`src/rtl/fp_pkg.sv`:
```
// fp_pkg: shared floating-point types for the rounding/packing stage.
//  - fp_format_e and width helpers (exp_width / mant_width / fp_width)
//  - fp_t: packed {sign, exp, mant} laid out for FP_FMT
//  - uround_res_t: unrounded result bundle produced by the FP arithmetic units
//  - roundmode_e: RISC-V rounding-mode encoding
package fp_pkg;

  typedef enum logic [1:0] {
    FP16 = 2'd0,
    FP32 = 2'd1,
    FP64 = 2'd2
  } fp_format_e;

  function automatic int exp_width(fp_format_e fmt);
    case (fmt)
      FP16:    return 5;
      FP64:    return 11;
      default: return 8;
    endcase
  endfunction

  function automatic int mant_width(fp_format_e fmt);
    case (fmt)
      FP16:    return 10;
      FP64:    return 52;
      default: return 23;
    endcase
  endfunction

  function automatic int fp_width(fp_format_e fmt);
    return 1 + exp_width(fmt) + mant_width(fmt);
  endfunction

  // Format the uround_res_t bundle is laid out for; the stage's FP_FORMAT
  // parameter must match it.
  localparam fp_format_e FP_FMT = FP32;
  localparam int         EXP_W  = exp_width(FP_FMT);
  localparam int         MANT_W = mant_width(FP_FMT);

  typedef struct packed {
    logic              sign;
    logic [EXP_W-1:0]  exp;
    logic [MANT_W-1:0] mant;
  } fp_t;

  typedef struct packed {
    fp_t        u_result;  // truncated result, already normalised
    logic [1:0] rs;        // {round, sticky}
    logic       round_en;  // 0: pass u_result through untouched
    logic       invalid;   // NV raised by the arithmetic unit
    logic [1:0] exp_cout;  // [1]: exponent overflow, [0]: tiny before rounding
  } uround_res_t;

  typedef enum logic [2:0] {
    RNE = 3'b000,
    RTZ = 3'b001,
    RDN = 3'b010,
    RUP = 3'b011,
    RMM = 3'b100
  } roundmode_e;

endpackage

```
`src/rtl/fp_round_stage.sv`:
```
// fp_round_stage: two-stage pipelined IEEE-754 rounding/packing stage.
//  Stage 1 decides the rounding increment and adds it to {exp, mant}.
//  Stage 2 resolves overflow per rounding mode and builds the fflags.
//  Valid/ready on both sides, one transfer per cycle, lossless under stall.
//
// Ports
//  clk_i        in   rising-edge clock
//  reset_i      in   asynchronous active-low reset
//  in_valid_i   in   upstream transaction valid
//  in_ready_o   out  stage can accept (transfer = in_valid_i & in_ready_o)
//  urnd_i       in   unrounded result bundle (fp_pkg::uround_res_t)
//  rnd_i        in   rounding mode, sampled with urnd_i; reserved codes act as RNE
//  out_valid_o  out  result valid
//  out_ready_i  in   downstream accepts (transfer = out_valid_o & out_ready_i)
//  result_o     out  rounded packed result
//  fflags_o     out  {NV, DZ, OF, UF, NX}
//
// Configuration macro FP_ROUND_SKID_EN:
//  defined   - one-entry skid buffer in front of stage 1; in_ready_o comes
//              straight from a flop, capacity 3.
//  undefined - in_ready_o is combinational from out_ready_i, capacity 2.
module fp_round_stage
  import fp_pkg::*;
#(
  parameter fp_format_e FP_FORMAT  = FP_FMT,
  localparam int        EXP_WIDTH  = exp_width(FP_FORMAT),
  localparam int        MANT_WIDTH = mant_width(FP_FORMAT),
  localparam int        FP_WIDTH   = fp_width(FP_FORMAT)
) (
  input  logic                clk_i,
  input  logic                reset_i,
  input  logic                in_valid_i,
  output logic                in_ready_o,
  input  uround_res_t         urnd_i,
  input  roundmode_e          rnd_i,
  output logic                out_valid_o,
  input  logic                out_ready_i,
  output logic [FP_WIDTH-1:0] result_o,
  output logic [4:0]          fflags_o
);

  localparam int SUM_W = EXP_WIDTH + MANT_WIDTH + 1;

  typedef struct packed {
    uround_res_t urnd;
    roundmode_e  rnd;
  } in_t;

  typedef struct packed {
    logic [FP_WIDTH-1:0] raw;          // untouched u_result for the bypass path
    logic [SUM_W-1:0]    sum;          // {carry, exp, mant} after increment
    logic                r;
    logic                s;
    logic                round_en;
    logic                invalid;
    logic [1:0]          exp_cout;
    roundmode_e          mode;         // already normalised (reserved -> RNE)
    logic                pre_exp_zero;
  } s1_t;

  logic s1_valid;
  logic s2_valid;
  logic s1_adv;
  logic s2_adv;
  in_t  src;
  logic src_valid;
  s1_t  s1_d;
  s1_t  s1_q;

  assign s2_adv      = ~s2_valid | out_ready_i;
  assign s1_adv      = ~s1_valid | s2_adv;
  assign out_valid_o = s2_valid;

  // ---------------------------------------------------------------------------
  // Input side: stage 1 is fed either directly or from the skid entry
  // ---------------------------------------------------------------------------
`ifdef FP_ROUND_SKID_EN
  logic skid_valid;
  logic skid_valid_d;
  logic in_ready_q;
  logic skid_push;
  logic skid_pop;
  in_t  skid_q;

  // An accepted beat parks in the skid entry only when stage 1 cannot take it.
  assign skid_push    = in_valid_i & in_ready_q & ~s1_adv;
  assign skid_pop     = skid_valid & s1_adv;
  assign skid_valid_d = skid_push | (skid_valid & ~skid_pop);

  // The skid entry is older than anything on the input, so it has priority.
  assign src       = skid_valid ? skid_q : in_t'{urnd: urnd_i, rnd: rnd_i};
  assign src_valid = skid_valid | (in_valid_i & in_ready_q);
  assign in_ready_o = in_ready_q;

  always_ff @(posedge clk_i or negedge reset_i) begin
    if (!reset_i) begin
      skid_valid <= 1'b0;
      in_ready_q <= 1'b1;
    end else begin
      skid_valid <= skid_valid_d;
      in_ready_q <= ~skid_valid_d;
    end
  end

  always_ff @(posedge clk_i) begin
    if (skid_push) skid_q <= in_t'{urnd: urnd_i, rnd: rnd_i};
  end
`else
  assign src        = in_t'{urnd: urnd_i, rnd: rnd_i};
  assign src_valid  = in_valid_i;
  assign in_ready_o = s1_adv;
`endif

  // ---------------------------------------------------------------------------
  // Stage 1: rounding increment and add
  // ---------------------------------------------------------------------------
  logic inc;

  // NOTE: every signal assigned in always_comb gets a default first, so no
  // path through the block can leave it unassigned and infer a latch.
  always_comb begin
    s1_d          = '0;
    inc           = 1'b0;
    s1_d.raw      = src.urnd.u_result;
    s1_d.r        = src.urnd.rs[1];
    s1_d.s        = src.urnd.rs[0];
    s1_d.round_en = src.urnd.round_en;
    s1_d.invalid  = src.urnd.invalid;
    s1_d.exp_cout = src.urnd.exp_cout;
    s1_d.pre_exp_zero = (src.urnd.u_result.exp == '0);

    case (src.rnd)
      RTZ, RDN, RUP, RMM: s1_d.mode = src.rnd;
      default:            s1_d.mode = RNE;
    endcase

    case (s1_d.mode)
      RTZ:     inc = 1'b0;
      RDN:     inc = src.urnd.u_result.sign & (s1_d.r | s1_d.s);
      RUP:     inc = ~src.urnd.u_result.sign & (s1_d.r | s1_d.s);
      RMM:     inc = s1_d.r;
      default: inc = s1_d.r & (s1_d.s | src.urnd.u_result.mant[0]);
    endcase
    if (!src.urnd.round_en) inc = 1'b0;

    // A mantissa carry ripples into the exponent, which is exactly the
    // renormalisation needed for 1.111..1 + ulp.
    s1_d.sum = {1'b0, src.urnd.u_result.exp, src.urnd.u_result.mant}
             + SUM_W'(inc);
  end

  // NOTE: sequential state uses non-blocking assignments so every flop
  // samples pre-edge values regardless of block ordering.
  always_ff @(posedge clk_i or negedge reset_i) begin
    if (!reset_i) s1_valid <= 1'b0;
    else if (s1_adv) s1_valid <= src_valid;
  end

  // NOTE: pipeline payload registers carry no reset; only the valid bits
  // decide whether their contents are ever observed.
  always_ff @(posedge clk_i) begin
    if (s1_adv && src_valid) s1_q <= s1_d;
  end

  // ---------------------------------------------------------------------------
  // Stage 2: overflow resolution, packing, flags
  // ---------------------------------------------------------------------------
  logic                sign;
  logic                ovf;
  logic                nx;
  logic                uf;
  logic [FP_WIDTH-1:0] inf_val;
  logic [FP_WIDTH-1:0] max_val;
  logic [FP_WIDTH-1:0] res_d;
  logic [4:0]          flags_d;

  always_comb begin
    sign    = s1_q.raw[FP_WIDTH-1];
    ovf     = s1_q.exp_cout[1] | (&s1_q.sum[SUM_W-2:MANT_WIDTH]) | s1_q.sum[SUM_W-1];
    inf_val = {sign, {EXP_WIDTH{1'b1}}, {MANT_WIDTH{1'b0}}};
    max_val = {sign, {(EXP_WIDTH-1){1'b1}}, 1'b0, {MANT_WIDTH{1'b1}}};
    nx      = 1'b0;
    uf      = 1'b0;
    res_d   = s1_q.raw;
    flags_d = {s1_q.invalid, 4'b0000};

    if (s1_q.round_en) begin
      if (ovf) begin
        // Directed modes saturate toward zero on the side they round away from.
        case (s1_q.mode)
          RTZ:     res_d = max_val;
          RDN:     res_d = sign ? inf_val : max_val;
          RUP:     res_d = sign ? max_val : inf_val;
          default: res_d = inf_val;
        endcase
        flags_d = {s1_q.invalid, 1'b0, 1'b1, 1'b0, 1'b1};
      end else begin
        res_d   = {sign, s1_q.sum[SUM_W-2:0]};
        nx      = s1_q.r | s1_q.s;
        // Tininess is judged before rounding, so a subnormal that rounds up
        // into the normal range still reports underflow when inexact.
        uf      = (s1_q.exp_cout[0] | s1_q.pre_exp_zero) & nx;
        flags_d = {s1_q.invalid, 1'b0, 1'b0, uf, nx};
      end
    end
  end

  always_ff @(posedge clk_i or negedge reset_i) begin
    if (!reset_i) begin
      s2_valid <= 1'b0;
      result_o <= '0;
      fflags_o <= '0;
    end else if (s2_adv) begin
      s2_valid <= s1_valid;
      if (s1_valid) begin
        result_o <= res_d;
        fflags_o <= flags_d;
      end
    end
  end

endmodule

```
`config.mk`:
```
export PLATFORM = sky130hd
export DESIGN_NAME = fp_round_stage
export DESIGN_NICKNAME = d
export VERILOG_FILES = /design/src/rtl/fp_pkg.sv /design/src/rtl/fp_round_stage.sv
export SDC_FILE = /design/constraint.sdc
export NUM_CORES = 1
export LEC_CHECK = 0
export ABC_AREA = 1
export CAP_MARGIN = 40
export CELL_PAD_IN_SITES_DETAIL_PLACEMENT = 0
export CELL_PAD_IN_SITES_GLOBAL_PLACEMENT = 1
export CORE_UTILIZATION = 38
export CTS_CLUSTER_DIAMETER = 150
export CTS_CLUSTER_SIZE = 24
export DETAILED_ROUTE_END_ITERATION = 8
export GPL_TIMING_DRIVEN = 0
export PLACE_DENSITY = 0.74
export SLEW_MARGIN = 20
export SYNTH_ARGS = -nofsm -noshare
export SYNTH_HDL_FRONTEND = slang
export SYNTH_SLANG_ARGS = --single-unit
```
`constraint.sdc`:
```
create_clock -name clk_i -period 2.2 [get_ports clk_i]
set_input_delay 0.44 -clock clk_i [delete_from_list [all_inputs] [get_ports clk_i]]
set_output_delay 0.44 -clock clk_i [all_outputs]
set_load 0.03 [all_outputs]
```
==> metrics.txt, run 1 <==
status=complete, but fails checks; failing checks=hold timing; net count after synthesis=615; setup ws final=62.2 ps; total CTS buffers=9; area delta synth->final=28.8%; Worst Path Required=1760 ps; Cell Int Power=0.00413 W; MaxCap Viol Count=0; num rows=43; Die Y=122 um; library cells used by synthesis=35; pin count of the biggest net entering global routing=33; Cells after Synth=568; Root Buffer=clkbuf_16; Startpoint Class=primary input; Worst R2R Path Depth=6; DRC=0; final setup violation count=0; CTS clk-pin slew, worst paths=70 ps; Mapped Avg Cell Area=9.62 sq um; Initial Util=39.2%; Synth Cell Area=5470 sq um; TritonCTS Sinks=112; Worst EP arrival=1700 ps; maximum VDD drop=426 uV; Hold Path Class=in2async; clock share of power=27.3%; NumNets Final=724; maximum clock rate=0.468 GHz; cell area after placement=6590 sq um; vias in the first global route=4067; crit end category=output pin; Overall Global Routing Usage=19.5%; clk_lat worst skew=360 ps; Psw=0.00184 W; routability congestion estimate=0.866; period utilisation layout=97.2%; Die Width=122 um; RSZ-0062 raised after global routing=false; TritonRoute pass-1 iters=5; sequential power share=45.6%; Diodes inserted=0; maximum buffer depth of the clock tree=2; FF+latch count, synth=112; Leak Pwr=2.93 nW; Vias=4172; Max H-tree Level=3; post-route cell area=7040 sq um; kind of critical path=in2out; DRT antenna net count=0; cts-stage hold buffer count=0; Fin Hold WS=-1.66 ps; Final Hold Fails=5; CP max FO=3; initial antenna violation count=0; Detailed Place HPWL=10100 um; core area=13900 sq um; yosys synthesis warning count=0; grt total ovfl=0; die area=14900 sq um; drt total wl=13500 um; minimum clock period=2140 ps; boundary pin count=84; switching share of power=30.8%; first-pass GRT wire length=21400 um; CTS tree=built; register area share after synthesis=58.0%; DRC marker count from the first detailed-route iteration=227; Slew headroom=60.7%; PD cells=847 nW/um^2; Final Skew=8.93 ps; port bufs=82; WL per Instance=15.7 um; Comb pwr share=27.1%; slew at the pin closest to its max-slew limit=590 ps; share of cells above drive strength 1=16.3%; Place WS=-776 ps; Via-to-Cell Ratio=4.84; Slew Limit Fails=0
[worst max-delay path, stage by stage]
cell,delay (ps)
clkdlybuf4s50_1,470
inv_2,50
nand3_4,70
clkdlybuf4s50_1,670
[final cells by class]
cell class / instances / area [sq um]
Buffer: 20 / 105
Clock inverter: 1 / 30.0
Inverter: 38 / 149
Tap cell: 180 / 225
Clock buffer: 15 / 258
Multi-Input combinational cell: 398 / 2140
Sequential cell: 112 / 3170
Timing Repair Buffer: 98 / 957
Fill cell: 1333 / 6890
[sequential cells by signal, summed over array words and instances, names as in the netlist]
name	cells
s1_valid	1
out_valid_o	1
result_o	32
fflags_o	4
s1_q	73
inf_val	1
[cell usage in the layout, fill, tap and decap left out, types with 8 or more instances in the layout]
cell type          n
nand3_2           22
edfxtp_1          74
nor2_1            76
o21ai_1            9
buf_2             10
inv_2              8
clkdlybuf4s50_1   73
inv_1             26
clkbuf_1          12
buf_4             14
o21ai_0            8
nand2_1          160
dfrtp_1           37
clkbuf_16          9
nand3_1           40
xor2_1            13
nor2_2             8
nor3_1            11
[stage by stage]
step / TNS (ps) / power [W] / std cells / util (%)
2_1_floorplan: -1490 / 0.00367 / 568 / -
3_3_place_gp: -89850 / 0.00435 / 830 / 46.9
3_5_place_dp: -14570 / 0.00439 / 833 / 47.3
4_1_cts: 0 / 0.00603 / 859 / 50.2
5_1_grt: 0 / 0.00626 / 862 / 50.5
6_report: 0 / 0.00596 / 862 / 50.5
[power groups by stage]
stage	logic, W	clock network, W	registers [W]
4_1_cts	0.00163	0.00167	0.00272
3_3_place_gp	0.00159	0	0.00276
3_5_place_dp	0.00162	0	0.00277
2_1_floorplan	0.000516	0	0.00315
6_report	0.00162	0.00163	0.00272
5_1_grt	0.00175	0.00176	0.00276
[cells by family after synthesis]
kind of cell	count (synthesis)	share of synthesized area (%)
AND/OR/NAND/NOR	351	31.4
flip-flops	112	58.0
buffers and inverters	58	4.53
AO/OA/AOI/OAI	26	2.56
XOR/XNOR	18	2.88
adder cells (fa/ha/maj)	2	0.458
other	1	0.0686
[path summary, 6_finish.rpt]
path	startpoint	end	slack, ps
worst max-delay path	out_ready_i	in_ready_o	60
worst min-delay path	reset_i	result_o[7]$_DFFE_PN0P_	-2
worst max register to register	out_valid_o$_DFFE_PN0P_	result_o[20]$_DFFE_PN0P_	550
worst min register to register	s1_q[6]$_DFFE_PP_	fflags_o[4]$_DFFE_PN0P_	450
max in group asynchronous	reset_i	out_valid_o$_DFFE_PN0P_	1720
min in group clk_i	urnd_i[37]	inf_val[31]$_DFFE_PP_	400
[layer usage]
metal  track usage, %  vias up  share of wire, %  routed length, um
li1                 -     2096                 -                  -
met1             26.3     1963                47               6370
met2             30.9       98                48               6460
met3             2.90       15               3.4                455
met4             9.26        0               1.9                257
met5                0        -                 0                  0
[synth_stat cells]
master | count | area, sq um
nand4_1 | 5 | 31.3
nand2_8 | 1 | 20.0
dfrtp_1 | 38 | 951
buf_4 | 1 | 7.51
buf_2 | 9 | 45.0
inv_2 | 7 | 26.3
nand2_4 | 2 | 22.5
buf_6 | 2 | 22.5
o211ai_1 | 1 | 7.51
inv_1 | 29 | 109
nand2_2 | 4 | 25.0
o21ai_0 | 10 | 50.1
ha_1 | 2 | 25.0
clkinv_1 | 2 | 7.51
xor2_1 | 13 | 114
nor2_1 | 78 | 293
clkbuf_1 | 7 | 26.3
nor3_2 | 2 | 20.0
nand3_1 | 41 | 205
o21a_1 | 1 | 7.51
nor2_2 | 7 | 43.8
nand2_1 | 162 | 608
buf_1 | 1 | 3.75
nand3_2 | 25 | 250
edfxtp_1 | 74 | 2220
nor3_4 | 4 | 65.1
nand3b_1 | 4 | 30.0
conb_1 | 1 | 3.75
a21oi_1 | 4 | 20.0
nor2_4 | 4 | 45.0
o21ai_1 | 7 | 35.0
o31ai_1 | 1 | 7.51
o22ai_1 | 2 | 12.5
xnor2_1 | 5 | 43.8
nor3_1 | 12 | 60.1
[timing repair]
item,in CTS,in global routing
pin swaps,5,6
gates resized for setup,19,12
buffers inserted,10,3
gates cloned,0,0
hold endpoints to repair,0,0
endpoints found under the setup margin,21,17
Power figures use the tool's default switching activity.
==> run 2: changes to the inputs <==
Settings changed: CAP_MARGIN 40 to unset.
==> run 2 against run 1 <==
Net effect: the flow still finishes with violations (hold timing); die area stayed put; worst setup slack stayed put; flip-flop and latch count stayed put; worst hold slack stayed put; combinational power hardly changed; critical endpoint unchanged.
==> metrics.txt, run 2 (synthesis gave the netlist of run 1 again) <==
period utilisation layout=97.2%; MaxCap Viol Count=0; Max H-tree Level=3; cell total after placement=833; routability congestion estimate=0.866; Worst Path Required=1760 ps; Place WS=-776 ps; area delta synth->final=28.8%; Worst EP arrival=1700 ps; Finished Core Util=50.5%; DRC=0; setup ws final=62.2 ps; Leak Pwr=2.93 nW; boundary pin count=84; Largest Register=s1_q; Detailed Place HPWL=10100 um; core area=13900 sq um; cell area after placement=6590 sq um; setup tns final=0 ps; Die Width=122 um; Initial Util=39.2%; RSZ-0062 raised after global routing=false; Startpoint Class=primary input; status=complete, but fails checks; maximum VDD drop=426 uV; num rows=43; Via-to-Cell Ratio=4.84; crit end category=output pin; CTS clk-pin slew, worst paths=70 ps; slew at the pin closest to its max-slew limit=590 ps; clk_lat worst skew=360 ps; fillers=1333; TritonRoute pass-1 iters=5; cts-stage hold buffer count=0; initial antenna violation count=0; die area=14900 sq um; pin count of the biggest net entering global routing=33; Slew Limit Fails=0; Hold Path Class=in2async; max reg flops=73; Final Hold Fails=5; Largest regs=s1_q: 73 flops, result_o: 32 flops, fflags_o: 4 flops; kind of critical path=in2out; drt total wl=13500 um; Finished Layout Cells=862; DRC marker count from the first detailed-route iteration=227; Final Skew=8.93 ps; minimum clock period=2140 ps; most frequent cells in the layout=nand2_1, nor2_1, edfxtp_1, clkdlybuf4s50_1, nand3_1; CP max FO=3; share of cells above drive strength 1=16.3%; Die Y=122 um; maximum buffer depth of the clock tree=2; TritonCTS Sinks=112; DRT antenna net count=0; Slew headroom=60.7%; failing checks=hold timing; Vias=4172; total CTS buffers=9; NumNets Final=724; CTS tree=built; Root Buffer=clkbuf_16; maximum clock rate=0.468 GHz; first-pass GRT wire length=21400 um; grt total ovfl=0; PD cells=847 nW/um^2; Diodes inserted=0; WL per Instance=15.7 um; Overall Global Routing Usage=19.5%; post-route cell area=7040 sq um; commonest non-fill, non-tap cell in the layout=nand2_1; port bufs=82; vias in the first global route=4067; Fin Hold WS=-1.66 ps; final setup violation count=0
==> run 2: cell counts in the layout (fill, tap and decap cells not counted) <==
Identical to the previous run, type by type.
==> run 2: path summary, 6_finish.rpt <==
| path | startpoint | endpoint | slack (ps) | cells after the start |
|---|---|---|---|---|
| worst max-delay path | out_ready_i | in_ready_o | 60 | 4 |
| worst min-delay path | reset_i | result_o[7]$_DFFE_PN0P_ | -2 | 1 |
| worst max register to register | out_valid_o$_DFFE_PN0P_ | result_o[20]$_DFFE_PN0P_ | 550 | 6 |
| worst min register to register | s1_q[6]$_DFFE_PP_ | fflags_o[4]$_DFFE_PN0P_ | 450 | 2 |
| max in group asynchronous | reset_i | out_valid_o$_DFFE_PN0P_ | 1720 | 2 |
| min in group clk_i | urnd_i[37] | inf_val[31]$_DFFE_PP_ | 400 | 1 |
==> run 2: cell type report <==
cell class | instances | area [sq um] | share of cell area [%]
Buffer | 20 | 105 | 1.49
Clock buffer | 15 | 258 | 3.66
Clock inverter | 1 | 30.0 | 0.427
Inverter | 38 | 149 | 2.11
Multi-Input combinational cell | 398 | 2140 | 30.4
Sequential cell | 112 | 3170 | 45.1
Tap cell | 180 | 225 | 3.20
Timing Repair Buffer | 98 | 957 | 13.6
==> run 2: power by group <==
group	leakage, nW	internal, W	switching, W	total (W)
registers	1.18	0.00258	0.000142	0.00272
clock network	0.138	0.000918	0.000709	0.00163
logic	1.62	0.000629	0.000987	0.00162
total	2.93	0.00413	0.00184	0.00596
==> run 2: layer usage <==
layer | share of wire (%) | up-vias | track usage, %
met2 | 48 | 98 | 30.9
li1 | - | 2096 | -
met5 | 0 | - | 0
met1 | 47 | 1963 | 26.3
met4 | 1.9 | 0 | 9.26
met3 | 3.4 | 15 | 2.90
==> run 2: per-stage QoR <==
| step | hold WS (ps) | total power [W] |
|---|---|---|
| 6_report | -1.66 | 0.00596 |
| 2_1_floorplan | 144 | 0.00367 |
| 3_3_place_gp | 430 | 0.00435 |
| 4_1_cts | 9.28 | 0.00603 |
| 5_1_grt | 22.0 | 0.00626 |
| 3_5_place_dp | 391 | 0.00439 |
==> run 2: repair_timing <==
item	CTS	global route
pin swaps	5	6
setup buffers	10	3
endpoints found under the setup margin	21	17
resized for setup	19	12
==> run 2: critical path, stage by stage <==
cell and delay (ps):
clkdlybuf4s50_1 470, inv_2 50, nand3_4 70, clkdlybuf4s50_1 670
